**config.mk**
```make
export PLATFORM = sky130hd
export DESIGN_NAME = aes_round_ctrl
export DESIGN_NICKNAME = d
export VERILOG_FILES = /design/src/rtl/aes_pkg.sv /design/src/rtl/aes_shift_rows.sv /design/src/rtl/aes_round_ctrl.sv
export SDC_FILE = /design/constraint.sdc
export NUM_CORES = 1
export LEC_CHECK = 0
export ABC_AREA = 0
export BUFFER_PORTS_ARGS = -buffer_cell sky130_fd_sc_hd__buf_2
export CAP_MARGIN = 20
export CORE_AREA = 2 2 359 361
export CTS_CLUSTER_SIZE = 16
export DETAILED_ROUTE_END_ITERATION = 16
export DIE_AREA = 0 0 361 363
export PLACE_DENSITY = 0.31
export SLEW_MARGIN = 20
export SYNTH_ARGS = -nofsm -noshare
export SYNTH_HDL_FRONTEND = slang
export SYNTH_HIERARCHICAL = 1
export SYNTH_SLANG_ARGS = --single-unit
```
**constraint.sdc**
```tcl
create_clock -name clk -period 2.4 [get_ports clk]
set_input_delay 0 -clock clk [delete_from_list [all_inputs] [get_ports clk]]
set_output_delay 0 -clock clk [all_outputs]
set_load 0.005 [all_outputs]
```
**src/rtl/aes_pkg.sv**
```systemverilog
// Shared types and constants for the AES-128 round sequencer.
// Byte 0 of a block is bits [127:120]; bytes run down the columns (column-major).
package aes_pkg;

  typedef enum logic [2:0] {
    IDLE    = 3'd0,
    ISSUE   = 3'd1,
    WAIT    = 3'd2,
    F_ISSUE = 3'd3,
    F_WAIT  = 3'd4,
    DONE    = 3'd5
  } fsm_t;

  localparam int NUM_ROUNDS    = 10;
  localparam int LAST_MC_ROUND = 9;
  localparam int STATE_BYTES   = 16;

  // Bit offset of the LSB of byte idx within a 128-bit block.
  function automatic int byte_lsb(input int idx);
    return 8 * (STATE_BYTES - 1 - idx);
  endfunction

endpackage

```
**src/rtl/aes_shift_rows.sv**
```systemverilog
// Combinational AES ShiftRows on a column-major 128-bit block; zero latency.
// Row r of the block is rotated left by r byte positions.
module aes_shift_rows
  import aes_pkg::*;
(
  input  logic [127:0] state,
  output logic [127:0] shifted
);

  for (genvar i = 0; i < STATE_BYTES; i++) begin : g_byte
    assign shifted[byte_lsb(i) +: 8] =
      state[byte_lsb((i + 4 * (i % 4)) % STATE_BYTES) +: 8];
  end

endmodule

```
**src/rtl/aes_round_ctrl.sv**
```systemverilog
// AES-128 round sequencer: owns the working state, issues rounds to external units, adds round keys.
// Latency 9(L+1)+LF+2 cycles from accept to out_valid; output held until out_ready, one block in flight.
module aes_round_ctrl #(
  parameter int DATA_WIDTH = 128,
  parameter int NUM_ROUNDS = 10,
  parameter int TIMEOUT    = 16
) (
  input  logic                  clk,
  input  logic                  rst,
  input  logic                  in_valid,
  output logic                  in_ready,
  input  logic [DATA_WIDTH-1:0] in_data,
  output logic [3:0]            key_idx,
  input  logic [DATA_WIDTH-1:0] round_key,
  output logic                  dp_valid_o,
  output logic [DATA_WIDTH-1:0] dp_state_o,
  input  logic                  dp_valid_i,
  input  logic [DATA_WIDTH-1:0] dp_state_i,
  output logic                  fr_valid_o,
  output logic [DATA_WIDTH-1:0] fr_state_o,
  input  logic                  fr_valid_i,
  input  logic [DATA_WIDTH-1:0] fr_state_i,
  output logic                  out_valid,
  input  logic                  out_ready,
  output logic [DATA_WIDTH-1:0] out_data,
  output logic [3:0]            round_o,
  output logic                  err_o
);
  import aes_pkg::*;

  localparam logic [3:0] LAST_RND = 4'(NUM_ROUNDS - 1);
  localparam logic [7:0] TO_CNT   = 8'(TIMEOUT);

  fsm_t                  fsm_q;
  logic [DATA_WIDTH-1:0] state_q;
  logic [DATA_WIDTH-1:0] shifted;
  logic [3:0]            round_q;
  logic [7:0]            wait_q;
  logic                  accept;
  logic                  dp_timeout;
  logic                  fr_timeout;
  logic                  stray;

  aes_shift_rows u_shift_rows (
    .state   (state_q),
    .shifted (shifted)
  );

  assign in_ready   = (fsm_q == IDLE) && !rst;
  assign accept     = in_valid && in_ready;
  assign dp_valid_o = (fsm_q == ISSUE) && !rst;
  assign fr_valid_o = (fsm_q == F_ISSUE) && !rst;
  assign dp_state_o = shifted;
  assign fr_state_o = shifted;
  assign out_valid  = (fsm_q == DONE) && !rst;
  assign out_data   = state_q;
  // round_q is 0 in IDLE and 10 after round 9, so it doubles as the key index.
  assign key_idx    = rst ? 4'd0 : round_q;
  assign round_o    = rst ? 4'd0 : round_q;

  // A response arriving on the timeout cycle wins over the timeout.
  assign dp_timeout = (fsm_q == WAIT)   && !dp_valid_i && (wait_q == TO_CNT);
  assign fr_timeout = (fsm_q == F_WAIT) && !fr_valid_i && (wait_q == TO_CNT);
  assign stray      = (dp_valid_i && (fsm_q != WAIT)) || (fr_valid_i && (fsm_q != F_WAIT));
  assign err_o      = !rst && (dp_timeout || fr_timeout || stray);

  always_ff @(posedge clk) begin
    if (rst) begin
      fsm_q   <= IDLE;
      state_q <= '0;
      round_q <= 4'd0;
      wait_q  <= 8'd0;
    end else begin
      case (fsm_q)
        IDLE: begin
          if (accept) begin
            state_q <= in_data ^ round_key;
            round_q <= 4'd1;
            fsm_q   <= ISSUE;
          end
        end
        ISSUE: begin
          wait_q <= 8'd0;
          fsm_q  <= WAIT;
        end
        WAIT: begin
          if (dp_valid_i) begin
            state_q <= dp_state_i ^ round_key;
            round_q <= round_q + 4'd1;
            fsm_q   <= (round_q == LAST_RND) ? F_ISSUE : ISSUE;
          end else if (dp_timeout) begin
            state_q <= '0;
            round_q <= 4'd0;
            wait_q  <= 8'd0;
            fsm_q   <= IDLE;
          end else begin
            wait_q <= wait_q + 8'd1;
          end
        end
        F_ISSUE: begin
          wait_q <= 8'd0;
          fsm_q  <= F_WAIT;
        end
        F_WAIT: begin
          if (fr_valid_i) begin
            state_q <= fr_state_i ^ round_key;
            fsm_q   <= DONE;
          end else if (fr_timeout) begin
            state_q <= '0;
            round_q <= 4'd0;
            wait_q  <= 8'd0;
            fsm_q   <= IDLE;
          end else begin
            wait_q <= wait_q + 8'd1;
          end
        end
        DONE: begin
          if (out_ready) begin
            round_q <= 4'd0;
            fsm_q   <= IDLE;
          end
        end
        default: fsm_q <= IDLE;
      endcase
    end
  end

endmodule

```
# == Word-level counts from Yosys, hierarchy flattened ==
# Index checks and enable logic that the tools add are counted.
# classes
n_addsub,2
eq_ne,16
n_mux,27
bitwise,3
reduce_logical,27
# ops
operator,n
$mux W128,5
$pmux W128 S3,1
$xor A128 B128 Y128,3
$mux W8,4
$mux W4,7
$pmux W8 S3,1
$mux W3,6
$pmux W3 S6,1
$pmux W4 S4,1
$logic_and A1 B1 Y1,12
$ne A2 B2 Y1 const B,5
$ne A3 B3 Y1 const B,3
$add A8 B1 Y8 const B,1
$eq A8 B5 Y1 const B,1
$reduce_and A4 Y1,2
$eq A3 B2 Y1 const B,2
$eq A3 B3 Y1 const B,2
$reduce_and A6 Y1,1
$reduce_bool A3 Y1,2
$add A4 B1 Y4 const B,1
$eq A4 B4 Y1 const B,1
$reduce_bool A4 Y1,1
$eq A3 B1 Y1 const B,1
$logic_not A1 Y1,3
other kinds (6),8
# word_totals
reg_bits,143
output_inout_bits,397

# == Depth between registers and ports, before layout ==
# logic_depth
ltp_word,6
ltp_mapped,9
ltp_nobuf,7

# == Cells and area by module ==
# The synthesis kept the hierarchy.
# modules_own_cells
mod,n_inst,cells_each,area_per_inst_um2,seq_area_each_um2
aes_round_ctrl,1,1595,14296.2,2862.7
aes_shift_rows,1,128,960.9,0.0

# == Worst setup path before layout ==
# OpenSTA, ideal clock, no wires.
# synth_path
kind,register -> register
startpoint,register wait_q[0]
endpoint,"register state_q[17], in the netlist out_data[17]"
setup_ns,0.117
t_arrival_ns,1.786
required_time_ns,2.283
setup_slack_ns,0.497
path_stages_with_launch,10
path_buffers,2
path_cell_list,dfxtp_1 > inv_1 > ha_1 > and4bb_4 > and2_1 > or2_1 > and4b_4 > buf_6 > buf_2 > a22o_1
# synth_between
elab_chain_len,4
word_cells_on_any_way,6
classes_between,3 x eq/ne; 3 x reduce/logical
# synth_lines
element,line,source
"start, declared",aes_round_ctrl.sv:38,logic [7:0] wait_q;
"start signal, assigned",aes_round_ctrl.sv:97,wait_q <= wait_q + 8'd1;
"start signal, assigned",aes_round_ctrl.sv:114,wait_q <= wait_q + 8'd1;
$eq A8 B5 Y1 (*),"aes_round_ctrl.sv:62, aes_round_ctrl.sv:63",
"$logic_and A1 B1 Y1, on equally long branches","aes_round_ctrl.sv:63, aes_round_ctrl.sv:62",
$ne A3 B3 Y1 (no line),-,
$reduce_and A4 Y1 (no line) (*),-,
"end signal, assigned",aes_round_ctrl.sv:77,state_q <= in_data ^ round_key;
"end signal, assigned",aes_round_ctrl.sv:88,state_q <= dp_state_i ^ round_key;
"end signal, assigned",aes_round_ctrl.sv:106,state_q <= fr_state_i ^ round_key;
"end, declared",aes_round_ctrl.sv:35,logic [DATA_WIDTH-1:0] state_q;
# Mark *: on every way between the ends. The rest lies on a longest branch, timed or not.
# A chain may end at the register's enable or synchronous reset.

# == Worst setup path after layout ==
# layout_path
startpoint,register fsm_q[1]
endpoint,"register state_q[97], in the netlist out_data[97]"
# layout_between
elab_chain_len,5
word_cells_on_any_way,15
classes_between,5 x eq/ne; 1 x mux; 9 x reduce/logical
# layout_lines
element,line,source
"start, declared",aes_round_ctrl.sv:34,fsm_t fsm_q;
"start signal, assigned",aes_round_ctrl.sv:90,fsm_q <= (round_q == LAST_RND) ? F_ISSUE : ISSUE;
$eq A3 B3 Y1 (tied with other cells),"aes_round_ctrl.sv:63, aes_round_ctrl.sv:74",
"$logic_and A1 B1 Y1, on equally long branches","aes_round_ctrl.sv:63, aes_round_ctrl.sv:62, aes_round_ctrl.sv:49",
"$logic_and A1 B1 Y1, on equally long branches","aes_round_ctrl.sv:63, aes_round_ctrl.sv:62, aes_round_ctrl.sv:50",
$ne A3 B3 Y1 (no line) or $ne A2 B2 Y1 (tied branches),-,
$reduce_and A4 Y1 (no line),-,
# Several ways; a longest one is shown, not always the timed one.

==> metrics.txt <==
Post-synth top flop=dfxtp_1; largest cells by area after synthesis=a22o_1 22%, dfxtp_1 19%, buf_4 13%; measured slew at the worst slew-check pin=0.687 ns; library cells used by synthesis=52; number of cells after detailed placement=3959; vias in the first global route=18100; First-pass DRT Iterations=5; Worst EP arrival=2.70 ns; FF+latch count, synth=143; leakage=11.6 nW; H-tree depth=4; synthesized area per cell=8.85 um2; Slowest-stage cell, CP=dfxtp_1; synth-to-layout area growth=64.3%; fin util=0.197; number of buffers created by CTS=17; Die H=363 um; total power=10.5 mW; skew final=0.0117 ns; IO Port Bufs=914; CP endpoint kind=flip-flop; initial core utilization=0.120; initial antenna violation count=11; final WL=94200 um; post-route ant nets=0; # setup viols final=0; core area=127000 um2; critical-path cell list=buf_12, nor2b_1, mux2i_1, or2_1, and4b_4, buf_12, a22o_1; number of max-cap violations=0; Clock Latency Late Sink=0.50 ns; area leader, netlist=a22o_1; Worst path max stage delay=0.53 ns; number of placed I/O pins=915; share of cells above drive strength 1=0.419; Final Net Count=3261; Mapped Cells=1723; # clock sinks=143; DR WL/cell=21.3 um; cell mode on critical path=buf_12; Post-DP HPWL=70200 um; largest net degree at the start of global routing=72; DR vias/cell=4.14; Synth top area share=0.219; buffer and inverter count on the worst path=2; Setup crit start kind=flip-flop; status=finished, final reports clean; critical path class=flip-flop to flip-flop; Yosys Warn Count=6; number of placement rows=131; drt drc=0; CTS Root Cell=clkbuf_16; GPL Wtd Cong=0.850; number of synthesized flops with an enable pin=0; Slew HR=0.541; Finished Layout Cells=4416; Final Slew Violations=0; crit path max fanout=69; highest ir drop seen on vdd=0.307 mV; drt initial violations=1200; critical path's top delay family=simple AND/OR/NAND/NOR gates; RSZ-0062 raised after global routing=false; Reg clk slew, reported paths=0.08 ns; most common cell after layout, fill and taps aside=buf_2; die footprint=131000 um2; sequential area share after synthesis=0.188; synthesized net count=2245; period utilization=0.966; minimum clock period=2.32 ns; clk buf depth=2; Hold Path Class=primary input to flip-flop; Post-synth ARST share=0; Pwr Density=417 nW/um2; Critical Path RT=2.78 ns; Total Routing Usage GR=0.134; setup TNS=0 ns; fmax=431 MHz; Final Hold Fails=0; total number of vias=18300; gr ovfl total=0; first-pass GRT wire length=130000 um; synthesized area=15300 um2; commonest non-fill, non-tap cells in the layout=912 x buf_2, 421 x dlygate4sd3_1, 382 x a22o_1; Die X=361 um; CTS tree=yes
## cell families (layout without fill, tap and decap cells)
kind of cell / Yosys count / after routing / share of synthesized area
compound gates: 677 / 677 / 0.402
xor+xnor: 5 / 5 / 0.00287
mux: 128 / 128 / 0.0840
buf+inv: 442 / 1470 / 0.190
flops: 143 / 143 / 0.188
simple gates: 324 / 324 / 0.130
fa+ha+maj: 4 / 4 / 0.00328
other cells: 0 / 3 / 0
## path summary, 6_finish.rpt
kind | start | to | slack [ns] | cells past startpoint
hold reg to reg | wait_q[1] | wait_q[1] | 0.50 | 2
setup reg to reg | fsm_q[1] | out_data[97] | 0.08 | 7
hold / removal | fr_state_i[43] | out_data[43] | 0.03 | 4
setup / recovery | fsm_q[1] | out_data[97] | 0.08 | 7
## synth_stat cells, types with 7 or more instances
| master | n |
|---|---|
| nand3_1 | 7 |
| nor2_1 | 14 |
| buf_6 | 18 |
| a21oi_1 | 10 |
| buf_4 | 273 |
| a221oi_1 | 31 |
| o21ai_0 | 10 |
| clkbuf_1 | 68 |
| nand2_1 | 15 |
| nor2b_1 | 263 |
| a22o_1 | 382 |
| o22ai_1 | 129 |
| mux2i_1 | 128 |
| buf_1 | 13 |
| buf_2 | 64 |
| a221oi_2 | 97 |
| dfxtp_1 | 143 |
## layer usage
metal,track usage,up-vias,share of wire
li1,-,8450,-
met1,0.175,8985,0.45
met2,0.227,751,0.48
met3,0.0236,94,0.052
met4,0.0368,6,0.018
met5,0,-,0.00037
## power breakdown
part           switching, mW  internal, mW
clock                   1.33          1.56
sequential             0.432          2.63
combinational           2.10          2.42
## cell type report
cell class / instances / area (um2)
fillers: 14200 / 102000
repair buffers: 1433 / 9980
multi-input cells: 1138 / 9540
flip-flops and latches: 143 / 2860
well taps: 1662 / 2080
clock buffers: 19 / 443
clock inverters: 12 / 136
inverters: 6 / 27.5
diodes: 3 / 7.51
## worst reg2reg max path: cells and delay by family (launching register included)
kind	cells	cell delay, ns
flip-flops	1	0.53
AND/OR/NAND/NOR	3	0.72
multiplexers	1	0.12
AO/OA/AOI/OAI	1	0.46
buffers and inverters	2	0.37
## registers in the layout, indices dropped and copies added, names as in the netlist
signal / flops
out_data: 128
fsm_q: 3
round_q: 4
wait_q: 8
## through the flow
stage	area (um2)	hold WS (ns)	worst slack, ns
finish	25100	0.0262	0.0814
global route	25100	0.0106	0.00782
CTS	25000	0.00129	0.0118
detailed placement	20200	0.349	0.136
global placement	20200	0.345	0.190
floorplan	15300	0.206	0.497
## what timing repair did
| item | in CTS | in global routing |
|---|---|---|
| setup endpoints to repair | 1 | 2 |
| setup buffers | 0 | 2 |
| cloned | 0 | 1 |
| hold endpoints to repair | 135 | 0 |
| pin swaps | 0 | 0 |
| hold buffers | 421 | 0 |
| resized for setup | 1 | 0 |
Power figures use the tool's default switching activity.
